===== src/rtl/fixed_mult_seq.sv =====
`timescale 1ns/1ps
// fixed_mult_seq: iterative fixed-point multiplier (Q format, FRAC_BIT_COUNT
// fractional bits). Consumes BITS_PER_CYCLE multiplicand bits per clock on
// operand magnitudes, then applies sign, rounding, shift and saturation in
// a single normalisation cycle. start/busy/ready handshake to the controller.
module fixed_mult_seq #(
   parameter int DATA_WIDTH     = 32,
   parameter int FRAC_BIT_COUNT = DATA_WIDTH / 2,
   parameter int BITS_PER_CYCLE = 1,
   parameter bit SIGNED         = 1'b1
) (
   input  logic                  clk,
   input  logic                  reset,
   input  logic                  start,
   input  logic [DATA_WIDTH-1:0] multiplier,
   input  logic [DATA_WIDTH-1:0] multiplicand,
   input  logic                  round_en,
   input  logic                  sat_en,
   output logic                  busy,
   output logic                  ready,
   output logic [DATA_WIDTH-1:0] product,
   output logic                  overflow
);

   localparam int W  = DATA_WIDTH;
   localparam int N  = DATA_WIDTH / BITS_PER_CYCLE;
   localparam int CW = (N > 1) ? $clog2(N) : 1;
   localparam int PW = 2 * DATA_WIDTH;
   localparam int EW = 2 * DATA_WIDTH + 1;

   // Rounding constant is half an output LSB; zero when there is no fraction.
   localparam int            RND_SHIFT = (FRAC_BIT_COUNT > 0) ? FRAC_BIT_COUNT - 1 : 0;
   localparam logic [EW-1:0] RND_CONST = (FRAC_BIT_COUNT > 0) ? (EW'(1) << RND_SHIFT) : '0;

   localparam logic [W-1:0] SAT_MAX = SIGNED ? {1'b0, {(W-1){1'b1}}} : {W{1'b1}};
   localparam logic [W-1:0] SAT_MIN = SIGNED ? {1'b1, {(W-1){1'b0}}} : {W{1'b0}};

   typedef enum logic [1:0] {
      IDLE,
      CALC,
      NORM
   } state_t;

   state_t         state;
   logic [CW-1:0]  count;
   logic [W-1:0]   mag_a;
   logic [W-1:0]   mag_b;
   logic [PW-1:0]  acc;
   logic           neg;
   logic           rnd_q;
   logic           sat_q;

   logic [PW-1:0]        partial;
   logic [PW-1:0]        partial_shifted;
   logic [PW-1:0]        p_full;
   logic signed [EW-1:0] p_ext;
   logic signed [EW-1:0] p_rnd;
   logic signed [EW-1:0] r_val;
   logic                 out_of_range;
   logic [W-1:0]         norm_product;

   // Partial product of |A| with the next multiplicand digit, placed at its weight.
   always_comb begin
      partial         = PW'(mag_a) * PW'(mag_b[BITS_PER_CYCLE-1:0]);
      partial_shifted = partial << (int'(count) * BITS_PER_CYCLE);
   end

   // Normalisation: restore sign, round, rescale and range-check the product.
   always_comb begin
      p_full = neg ? (~acc + 1'b1) : acc;
      p_ext  = SIGNED ? {p_full[PW-1], p_full} : {1'b0, p_full};
      p_rnd  = rnd_q ? (p_ext + RND_CONST) : p_ext;
      r_val  = p_rnd >>> FRAC_BIT_COUNT;
      if (SIGNED) begin
         out_of_range = !((&r_val[EW-1:W-1]) || !(|r_val[EW-1:W-1]));
      end else begin
         out_of_range = |r_val[EW-1:W];
      end
      if (out_of_range && sat_q) begin
         norm_product = r_val[EW-1] ? SAT_MIN : SAT_MAX;
      end else begin
         norm_product = r_val[W-1:0];
      end
   end

   // Control FSM with registered handshake and result outputs.
   always_ff @(posedge clk) begin
      if (reset) begin
         state    <= IDLE;
         count    <= '0;
         mag_a    <= '0;
         mag_b    <= '0;
         acc      <= '0;
         neg      <= 1'b0;
         rnd_q    <= 1'b0;
         sat_q    <= 1'b0;
         busy     <= 1'b0;
         ready    <= 1'b0;
         product  <= '0;
         overflow <= 1'b0;
      end else begin
         ready <= 1'b0;
         case (state)
            IDLE: begin
               if (start) begin
                  mag_a <= (SIGNED && multiplier[W-1])   ? (~multiplier + 1'b1)   : multiplier;
                  mag_b <= (SIGNED && multiplicand[W-1]) ? (~multiplicand + 1'b1) : multiplicand;
                  neg   <= SIGNED && (multiplier[W-1] ^ multiplicand[W-1]);
                  rnd_q <= round_en;
                  sat_q <= sat_en;
                  acc   <= '0;
                  count <= '0;
                  busy  <= 1'b1;
                  state <= CALC;
               end
            end
            CALC: begin
               acc   <= acc + partial_shifted;
               mag_b <= mag_b >> BITS_PER_CYCLE;
               if (count == CW'(N - 1)) begin
                  state <= NORM;
               end else begin
                  count <= count + 1'b1;
               end
            end
            NORM: begin
               product  <= norm_product;
               overflow <= out_of_range;
               ready    <= 1'b1;
               busy     <= 1'b0;
               count    <= '0;
               state    <= IDLE;
            end
            default: begin
               state <= IDLE;
            end
         endcase
      end
   end

endmodule


===== config.mk =====
export PLATFORM = sky130hd
export DESIGN_NAME = fixed_mult_seq
export DESIGN_NICKNAME = d
export VERILOG_FILES = /design/src/rtl/fixed_mult_seq.sv
export SDC_FILE = /design/constraint.sdc
export NUM_CORES = 1
export LEC_CHECK = 0
export BUFFER_PORTS_ARGS = -buffer_cell sky130_fd_sc_hd__clkbuf_2
export CORE_MARGIN = 3
export CORE_UTILIZATION = 55
export CTS_CLUSTER_DIAMETER = 60
export DETAILED_ROUTE_END_ITERATION = 7
export GPL_TIMING_DRIVEN = 0
export MAX_ROUTING_LAYER = met4
export PLACE_DENSITY = 0.73
export SETUP_SLACK_MARGIN = 0.02
export SLEW_MARGIN = 40
export SYNTH_ARGS = -nofsm -noshare
export SYNTH_HDL_FRONTEND = slang
export SYNTH_SLANG_ARGS = --single-unit

===== constraint.sdc =====
create_clock -name clk -period 6.24 [get_ports clk]
set_clock_uncertainty 0.15 [all_clocks]
set_input_delay 0.312 -clock clk [delete_from_list [all_inputs] [get_ports clk]]
set_output_delay 0.312 -clock clk [all_outputs]
set_load 0.05 [all_outputs]

==> results.yml <==
final_layout:
  fin_util_pct: 62.8
  final_cell_area_sq_um: 17600
  finalNetCount: 2334
  regArea_sq_um: 3460
  nFillCells: 2639
  synthToLayoutAreaGrowth_pct: 11.4
  multi_input_comb_area_sq_um: 11800
  fin_cells: 2588
  drive_gt1_share_pct: 13.0
cts:
  clkLatencyLatePin_ns: 0.46
  h-tree-depth: 4
  cts_tree: "yes"
  cts_sinks: 173
  path_clk_slew_ns: 0.09
  clock_path_buffers: 2
  numCtsBuffers: 17
  ctsRootBufferMaster: "clkbuf_16"
timing:
  period_needed_ns: 6.00
  setup_violations: 0
  period_share_pct: 96.1
  relSlewSlack_pct: 41.2
  worst_hold_slack_ns: 0.0237
  tightest_slew_ns: 0.882
  fmax_mhz: 167
  finalHoldViolCount: 0
  slew_violations: 0
  rsz0062_at_grt: "no"
synth:
  syn_area_per_cell_sq_um: 7.64
  synth-edff-count: 0
  seq_area_frac_synth_pct: 21.9
  synth.yosys.warnings: 0
  synth-main-ff-cell: "dfxtp_1"
  synth_seq_cells: 173
  netlist.top_cell.by_area: "dfxtp_1"
  synth_top_area_share_pct: 21.9
  synthCells: 2072
  synth_cell_types: 83
  async_reset_ff_share_pct: 0
  syn_area_sq_um: 15800
  ys_top_cells_by_area: "dfxtp_1 (22%), xnor2_1 (6.6%), ha_1 (5.4%)"
  syn-num-nets: 2210
floorplan:
  die_area_sq_um: 30900
  rows: 61
  fp.coreArea_sq_um: 28100
  die_w_microns: 176
  die_h_microns: 176
  ios: 104
  initial_core_util_pct: 56.4
power_and_ir_drop:
  p_per_area_nw_per_um2: 165
  leakagePower_nw: 6.94
  vdd_drop_max_mv: 0.170
placed_design:
  globalplace.congestion: 1.01
  hpwl_microns: 41000
  placed_cells: 2553
  placed_area_sq_um: 16800
  portBuffers: 102
detailed_routing:
  drt_iter0_drc: 1431
  drtAntennaViolNets: 0
  drt-vias-per-instance: 6.33
  wire_per_inst_microns: 20.1
  wl_microns: 52000
  drt-pass1-iter-count: 5
  post-route-drc-count: 0
  num_vias: 16400
worst_setup_path:
  cp-start-kind: "flop"
  worstPathMaxFanout: 10
  worstSetupPathType: "reg -> reg"
  worstSetupEndpointType: "flop"
  arrival_ns: 6.18
  worst_ep_required_time_ns: 6.43
grt:
  antenna_found_initial: 1
  grt_max_degree: 21
  grt_usage_pct: 33.5
  first_global_vias: 15400
  grt_pass1_wl_microns: 81600
  grt_overflow: 0
outcome:
  status: "completed"
job:
  drv_cap: 0
min_path:
  hold_path_class: "in -> reg"
## where the power goes
group	switching, mW	internal, mW
Combinational	0.390	0.215
Clock	0.588	0.547
Sequential	0.0352	1.14
Total	1.01	1.90
## worst max-delay path: stages (launching register included)
cell and delay (ns):
dfxtp_1 0.40, buf_2 0.27, clkbuf_1 0.40, mux4_2 0.29, nand2_1 0.08, o21ai_0 0.28
mux2i_1 0.19, o22ai_1 0.37, ha_1 0.38, a21o_1 0.22, a21o_1 0.18, a21oi_1 0.18
o21ai_0 0.19, a2111oi_1 0.67, a21o_1 0.26, o21ai_0 0.16, a21boi_0 0.43, o21ai_0 0.26
a31oi_1 0.24, xnor2_1 0.09, a22o_1 0.19
## logic make-up after synthesis
| kind of cell | count (synthesis) | synth area share, % |
|---|---|---|
| adders and majority gates | 70 | 5.56 |
| buffers and inverters | 181 | 4.62 |
| DFF | 173 | 21.9 |
| and+or+nand+nor | 739 | 22.7 |
| xor gates and xnor gates | 191 | 10.6 |
| AOI/OAI and AO/OA | 648 | 28.8 |
| muxes | 70 | 5.95 |
## final cells by class
type,count,share of cell area [%]
tap,378,2.68
inverter,31,0.660
clock inverter,15,1.11
sequential,173,19.6
buffer,146,3.56
clock buffer,17,2.41
antenna,1,0.0142
timing repair buffer,109,3.22
multi-input combinational,1718,66.7
## cell usage after synthesis (7+ instances only)
| master | instances |
|---|---|
| mux2_2 | 13 |
| dfxtp_1 | 173 |
| nor2_1 | 215 |
| o211ai_1 | 10 |
| o22ai_1 | 25 |
| xor2_1 | 71 |
| inv_1 | 30 |
| nand4_1 | 25 |
| o31ai_1 | 32 |
| a31o_2 | 11 |
| nor2b_1 | 17 |
| buf_1 | 17 |
| or2_2 | 17 |
| a311oi_1 | 7 |
| nor4_1 | 18 |
| nor3_1 | 37 |
| o41ai_1 | 19 |
| mux4_2 | 18 |
| clkbuf_1 | 118 |
| and4_1 | 10 |
| o21bai_1 | 11 |
| o21a_1 | 9 |
| mux2i_1 | 39 |
| nand2_1 | 200 |
| a22o_1 | 14 |
| a22oi_1 | 60 |
| and2_1 | 18 |
| a31oi_1 | 22 |
| a211oi_1 | 37 |
| xnor2_1 | 120 |
| or3_1 | 34 |
| and3_1 | 13 |
| nand2b_1 | 14 |
| nand3b_1 | 8 |
| buf_2 | 7 |
| a21o_1 | 60 |
| a311oi_2 | 28 |
| or4_1 | 14 |
| o21ai_0 | 105 |
| nand3_1 | 72 |
| ha_1 | 68 |
| a21oi_1 | 147 |
## stage by stage
step           power, mW  TNS [ns]  worst slack [ns]
6_report            2.92         0             0.244
5_1_grt             3.02         0            0.0221
4_1_cts             2.90         0            0.0291
3_5_place_dp        1.79    -48.55             -1.32
3_3_place_gp        1.78    -47.51             -1.29
2_1_floorplan       1.60         0             0.503
## worst paths after layout
path | startpoint | endpoint | slack, ns | cells after the start
max | count[1] | acc[51] | 0.24 | 20
min | multiplicand[26] | mag_b[26] | 0.02 | 4
max reg2reg | count[1] | acc[51] | 0.24 | 20
min reg2reg | mag_a[0] | mag_a[0] | 0.33 | 2
## flip-flops by register name, summed over array words and instances, names as in the netlist
register	flops
ready	1
product	32
mag_b	32
rnd_q	1
overflow	1
count	5
sat_q	1
busy	1
acc	64
state	2
neg	1
mag_a	32
## layer usage
metal / GRT usage (%) / up-vias / wire length, microns
li1: - / 7949 / -
met1: 41.0 / 7651 / 22100
met2: 56.3 / 648 / 24600
met3: 3.70 / 144 / 3050
met4: 14.3 / 0 / 2280
met5: - / - / 0
## placed cells by master, fill, tap and decap left out, types with 18 or more instances in the layout
cell type,instances
and2_1,18
dfxtp_1,173
nand4_1,25
clkbuf_1,103
nand3_1,72
nor2_1,213
clkbuf_2,111
a21o_1,60
inv_1,30
or3_1,34
mux4_2,18
o31ai_1,31
o21ai_0,104
a31oi_1,20
mux2i_1,37
a311oi_2,29
ha_1,68
xor2_1,71
xnor2_1,120
a22oi_1,60
nor4_1,18
nor3_1,35
nand2_1,200
o41ai_1,19
a21oi_1,147
a211oi_1,36
o22ai_1,23
## timing repair
item                                    4_1_cts  5_1_grt
pin swaps                                     1        2
resized for setup                            16       30
endpoints found under the hold margin         3        0
buffers inserted                              0        3
endpoints found under the setup margin       47       47
hold buffers                                  3        0
No activity file was read; power rests on OpenSTA's default activity.
